`config.mk`:
```
export PLATFORM = sky130hd
export DESIGN_NAME = gol_engine
export DESIGN_NICKNAME = d
export VERILOG_FILES = /design/src/rtl/gol_engine.sv
export SDC_FILE = /design/constraint.sdc
export NUM_CORES = 1
export LEC_CHECK = 0
export BUFFER_PORTS_ARGS = -buffer_cell sky130_fd_sc_hd__buf_4
export CAP_MARGIN = 10
export CORE_MARGIN = 2
export CORE_UTILIZATION = 45
export CTS_CLUSTER_SIZE = 40
export DETAILED_ROUTE_END_ITERATION = 10
export MAX_ROUTING_LAYER = met4
export PLACE_DENSITY = 0.65
export SLEW_MARGIN = 10
export SYNTH_ARGS = -nofsm -noshare
export SYNTH_HDL_FRONTEND = slang
export SYNTH_SLANG_ARGS = --single-unit
```
`constraint.sdc`:
```
create_clock -name clk -period 5.8 [get_ports clk]
set_input_delay 0.29 -clock clk [delete_from_list [all_inputs] [get_ports clk]]
set_output_delay 0.29 -clock clk [all_outputs]
set_load 0.02 [all_outputs]
```
`src/rtl/gol_engine.sv`:
```
// ROWS x COLS Game-of-Life engine (rule B3/S23) with load, LFSR fill, run/step/pause control,
// a programmable generation period and auto-halt when the grid is extinct or stable.
module gol_engine #(
   parameter int ROWS   = 8,
   parameter int COLS   = 8,
   parameter int WRAP   = 1,
   parameter int GEN_W  = 16,
   parameter int RATE_W = 8
) (
   input  logic                   clk,
   input  logic                   reset,
   input  logic [ROWS*COLS-1:0]   seed,
   input  logic                   load,
   input  logic                   fill,
   input  logic                   start,
   input  logic                   step,
   input  logic                   pause,
   input  logic [RATE_W-1:0]      rate,
   output logic [ROWS*COLS-1:0]   grid_out,
   output logic [GEN_W-1:0]       gen_count,
   output logic [1:0]             state,
   output logic                   extinct,
   output logic                   stable,
   output logic                   busy
);

   localparam int N     = ROWS * COLS;
   localparam int IDX_W = $clog2(N);
   localparam int FC_W  = $clog2(N + 1);

   typedef enum logic [1:0] {
      S_IDLE = 2'b00,
      S_FILL = 2'b01,
      S_RUN  = 2'b10,
      S_HOLD = 2'b11
   } state_t;

   state_t              state_q, state_d;
   logic [N-1:0]        grid_q, grid_d;
   logic [GEN_W-1:0]    gen_q, gen_d;
   logic [RATE_W-1:0]   tick_q, tick_d;
   logic [31:0]         lfsr_q, lfsr_d;
   logic [FC_W-1:0]     fcnt_q, fcnt_d;
   logic                busy_q, busy_d;
   logic [N-1:0]        next_grid_s;
   logic [GEN_W-1:0]    gen_inc_s;
   logic                extinct_s;
   logic                stable_s;

   // Out-of-range coordinates either wrap around the torus or read as dead cells.
   function automatic logic cell_at(input logic [N-1:0] g, input int r, input int c);
      int  rr;
      int  cc;
      logic v;
      rr = (r + ROWS) % ROWS;
      cc = (c + COLS) % COLS;
      if ((WRAP == 0) && ((r < 0) || (r >= ROWS) || (c < 0) || (c >= COLS))) begin
         v = 1'b0;
      end else begin
         v = g[IDX_W'(rr * COLS + cc)];
      end
      return v;
   endfunction

   function automatic logic [3:0] nbr_count(input logic [N-1:0] g, input int r, input int c);
      logic [3:0] n;
      n = 4'd0;
      for (int dr = -1; dr <= 1; dr++) begin
         for (int dc = -1; dc <= 1; dc++) begin
            if ((dr != 0) || (dc != 0)) begin
               n = n + {3'b000, cell_at(g, r + dr, c + dc)};
            end else begin
               n = n;
            end
         end
      end
      return n;
   endfunction

   // Next generation of every cell, derived purely from the current grid.
   always_comb begin
      next_grid_s = '0;
      for (int r = 0; r < ROWS; r++) begin
         for (int c = 0; c < COLS; c++) begin
            next_grid_s[IDX_W'(r * COLS + c)] =
               (nbr_count(grid_q, r, c) == 4'd3) ||
               (grid_q[IDX_W'(r * COLS + c)] && (nbr_count(grid_q, r, c) == 4'd2));
         end
      end
   end

   assign extinct_s = (grid_q == '0);
   assign stable_s  = (next_grid_s == grid_q);
   assign gen_inc_s = (gen_q == {GEN_W{1'b1}}) ? gen_q : (gen_q + {{(GEN_W-1){1'b0}}, 1'b1});

   // Control sequencing; load beats fill beats pause beats start beats step.
   always_comb begin
      state_d = state_q;
      grid_d  = grid_q;
      gen_d   = gen_q;
      tick_d  = tick_q;
      lfsr_d  = lfsr_q;
      fcnt_d  = fcnt_q;
      if (load) begin
         grid_d  = seed;
         gen_d   = '0;
         tick_d  = '0;
         state_d = S_IDLE;
      end else if (fill && (state_q != S_FILL)) begin
         lfsr_d  = (seed[31:0] == 32'h0) ? 32'h1 : seed[31:0];
         gen_d   = '0;
         fcnt_d  = '0;
         state_d = S_FILL;
      end else begin
         case (state_q)
            S_FILL: begin
               grid_d = {grid_q[N-2:0], lfsr_q[0]};
               lfsr_d = {1'b0, lfsr_q[31:1]} ^ (lfsr_q[0] ? 32'h8020_0003 : 32'h0);
               if (fcnt_q == FC_W'(N - 1)) begin
                  state_d = S_RUN;
                  tick_d  = '0;
                  fcnt_d  = '0;
               end else begin
                  fcnt_d = fcnt_q + FC_W'(1);
               end
            end
            S_RUN: begin
               if (pause) begin
                  state_d = S_HOLD;
               end else if (tick_q == rate) begin
                  tick_d = '0;
                  if (stable_s || extinct_s) begin
                     state_d = S_HOLD;
                  end else begin
                     grid_d = next_grid_s;
                     gen_d  = gen_inc_s;
                  end
               end else begin
                  tick_d = tick_q + {{(RATE_W-1){1'b0}}, 1'b1};
               end
            end
            S_IDLE, S_HOLD: begin
               if (pause) begin
                  state_d = state_q;
               end else if (start) begin
                  state_d = S_RUN;
                  tick_d  = '0;
               end else if (step && !stable_s) begin
                  grid_d = next_grid_s;
                  gen_d  = gen_inc_s;
               end else begin
                  state_d = state_q;
               end
            end
            default: begin
               state_d = S_IDLE;
            end
         endcase
      end
      busy_d = (state_d == S_FILL) || (state_d == S_RUN);
   end

   // State, grid and counter registers.
   always_ff @(posedge clk or negedge reset) begin
      if (!reset) begin
         state_q <= S_IDLE;
         grid_q  <= '0;
         gen_q   <= '0;
         tick_q  <= '0;
         lfsr_q  <= 32'h1;
         fcnt_q  <= '0;
         busy_q  <= 1'b0;
      end else begin
         state_q <= state_d;
         grid_q  <= grid_d;
         gen_q   <= gen_d;
         tick_q  <= tick_d;
         lfsr_q  <= lfsr_d;
         fcnt_q  <= fcnt_d;
         busy_q  <= busy_d;
      end
   end

   assign grid_out  = grid_q;
   assign gen_count = gen_q;
   assign state     = state_q;
   assign busy      = busy_q;
   assign extinct   = extinct_s;
   assign stable    = stable_s;

endmodule

```
==> results.toml <==
[run_status]
status = "complete, no violations"

[synth]
synth-edff-count = 0
postSynthAreaPerCell_um2 = 8.993
ys.flop_type = "dfrtp_1"
synthArstFlopShare_pct = 100.0
ys_warn_count = 0
yosysMostFrequentCell = "nand2_1"
synth-seq-cells = 130
synthTopCellsByCount = "nand2_1 (138), inv_1 (135), dfrtp_1 (129)"
synth_top_cell_by_area = "dfrtp_1"
synth_top_area_share_pct = 29.47
synth_cells = 1218
syn_nets = 1424
syn_area_um2 = 10950
synth_area_leaders = "dfrtp_1 (29%), fa_1 (12%), ha_1 (7.2%)"
synth_seq_area_share_pct = 29.71
synth.distinct_cells = 78

[cts]
cts_max_level = 4
cts_tree = "done"
cts_buffers = 17
cts_buffer_depth = 2
cts.sinks = 130
clock_latency_ns = 0.43
root_buffer = "clkbuf_16"
clk_pin_slew_ns = 0.06

[placed_design]
io_buffers = 163
place_hpwl_um = 26760
post-place-cells = 1691
gp_congestion = 0.9585

[setup_path]
crit_path_end_kind = "primary output"
crit_chain = "inv_1 > fa_1 > fa_1 > fa_1 > inv_1 > ha_1 > fa_1 > nor2_1 > or4_1 > nor4_1 > nand4_1 > nor4_1 > nand3_1 > nor3_1 > buf_4"
start_kind = "register"
path_common_cell = "fa_1"
crit_buf_inv = 3
crit_arrival_ns = 5.22
worstSetupPathType = "register to primary output"
cp_slowest_cell = "fa_1"
cp_top_family = "adder cells"
cp_max_fo = 5
cpPeakStageDelay_ns = 0.59
cp.required_ns = 5.51

[die]
design.die.area_um2 = 25600
start_util_pct = 45.44
io_pins = 164
rows = 57
core_area_um2 = 24110
dieWidth_um = 160.0
fp.dieH_um = 160.0

[global_route]
grt_use_total_pct = 29.62
grt-ovfl-total = 0
grt_pass1_vias = 10035
grt_max_degree = 88
antenna_found_initial = 0
top_usage_layer = "met2"
grt_pass1_wl_um = 57630
use_met3_pct = 4.831
globalRouteMet1Util_pct = 40.95
global_route.usage.met2_pct = 44.73

[sta]
min_period_ns = 5.512
finalHoldViolCount = 0
slew_headroom_pct = 37.27
setup_violations = 0
tns_ns = 0
whs_ns = 0.1173
fin_skew_ns = 0.01769
worstMarginPinSlew_ns = 0.9409
fmax_mhz = 181.4
final.period_utilization_pct = 95.03
drv_slew = 0
rsz0062_at_grt = "no"

[routing]
drtIter0Drc = 922
drt-total-wl_um = 36480
vias = 10320
post_drt_wl_per_cell_um = 21.06
viasPerCell = 5.958
dr.pass1.iters = 5
drc_errors = 0
drtAntennaViolNets = 0

[pwr]
leakagePower_nw = 6.236
ir_drop_mv = 0.2413
p_per_area_nw_per_um2 = 484.7

[finish]
antennaDiodeCount = 0
synthToLayoutAreaGrowth_pct = 22.46
fin_nets = 1601
finalNonFillerCells = 1732
fillCellCount = 2257
layout-drive-gt1-share_pct = 22.44

[job]
cap_violations = 0

[min_path]
min_path_type = "primary input to register"
## worst register-to-register path, stage by stage, from the launching register on
cell and delay (ns):
dfrtp_1 0.43, inv_1 0.32, fa_1 0.48, fa_1 0.46, fa_1 0.50, inv_1 0.04
ha_1 0.20, fa_1 0.48, and3_4 0.20, and4_4 0.19, or4b_1 0.54, nor4_2 0.21
and4_1 0.35, nand4b_4 0.21, buf_4 0.29, a32oi_1 0.33, o31ai_2 0.12
## cell usage in the layout (no fill, tap or decap), types with 29 or more instances in the layout
cell        n
dfrtp_1   129
inv_1     134
o21ai_0    67
nand2_1   138
nor2_1     91
a21oi_1    35
a31oi_1    36
buf_4     210
and2_1     33
ha_1       62
fa_1       64
nor4_1     29
a221oi_2   30
## repair_timing
item                                    CTS  global route
hold buffers                              1             0
setup buffers                             0             8
resized for setup                         0             4
hold endpoints to repair                 35             0
endpoints found under the setup margin    0            55
## layout make-up
| type | instances | area, um^2 | share of cell area, % |
|---|---|---|---|
| clock buffers | 20 | 446.7 | 3.330 |
| clock inverters | 12 | 180.2 | 1.343 |
| inverters | 137 | 518.0 | 3.862 |
| multi-input cells | 892 | 6910 | 51.52 |
| flip-flops and latches | 130 | 3254 | 24.26 |
| well taps | 324 | 405.4 | 3.022 |
| repair buffers | 217 | 1698 | 12.66 |
## cell families after synthesis
logic type	count (synthesis)	share of synthesized area, %
flops	130	29.71
buf+inv	196	7.436
simple gates	454	21.51
fa+ha+maj	127	18.89
mux	11	1.017
compound gates	284	20.15
xor+xnor	16	1.279
## power breakdown
group	switching [mW]	internal, mW	total [mW]
logic	2.42	1.70	4.13
registers	0.143	1.05	1.19
clock network	0.452	0.734	1.19
## path summary, 6_finish.rpt
path,start,to,cells past startpoint,slack [ns]
worst max register to register,grid_out[8],grid_out[20],16,0.30
worst max-delay path,grid_out[3],stable,15,0.29
worst min register to register,lfsr_q[8],lfsr_q[8],2,0.47
max in group asynchronous,reset,lfsr_q[15],3,4.15
worst min-delay path,seed[21],grid_out[21],3,0.12
min in group asynchronous,reset,grid_out[23],2,0.50
## per-layer routing
metal / wire [um] / share of wire (%) / up-vias
met1: 15920 / 44 / 5047
met4: 1062 / 2.9 / 0
met2: 16530 / 45 / 501
met5: 0 / 0 / -
li1: - / - / 4702
met3: 2972 / 8.1 / 70
## flip-flops by register name, summed over array words and instances (netlist names)
| register | count |
|---|---|
| lfsr_q | 32 |
| tick_q | 8 |
| gen_count | 16 |
| fcnt_q | 7 |
| state | 2 |
| grid_out | 64 |
| busy | 1 |
## through the flow
stage,power (mW),setup WS [ns],instance area [um^2],utilization [%]
after floorplan,3.944,0.7194,10950,-
after global placement,5.108,0.2330,12680,52.59
after detailed placement,5.188,0.1565,12680,52.59
after CTS,6.412,0.1308,13310,55.23
after global routing,7.040,0.03080,13410,55.64
final,6.502,0.2884,13410,55.64
No activity file was read; power rests on OpenSTA's default activity.
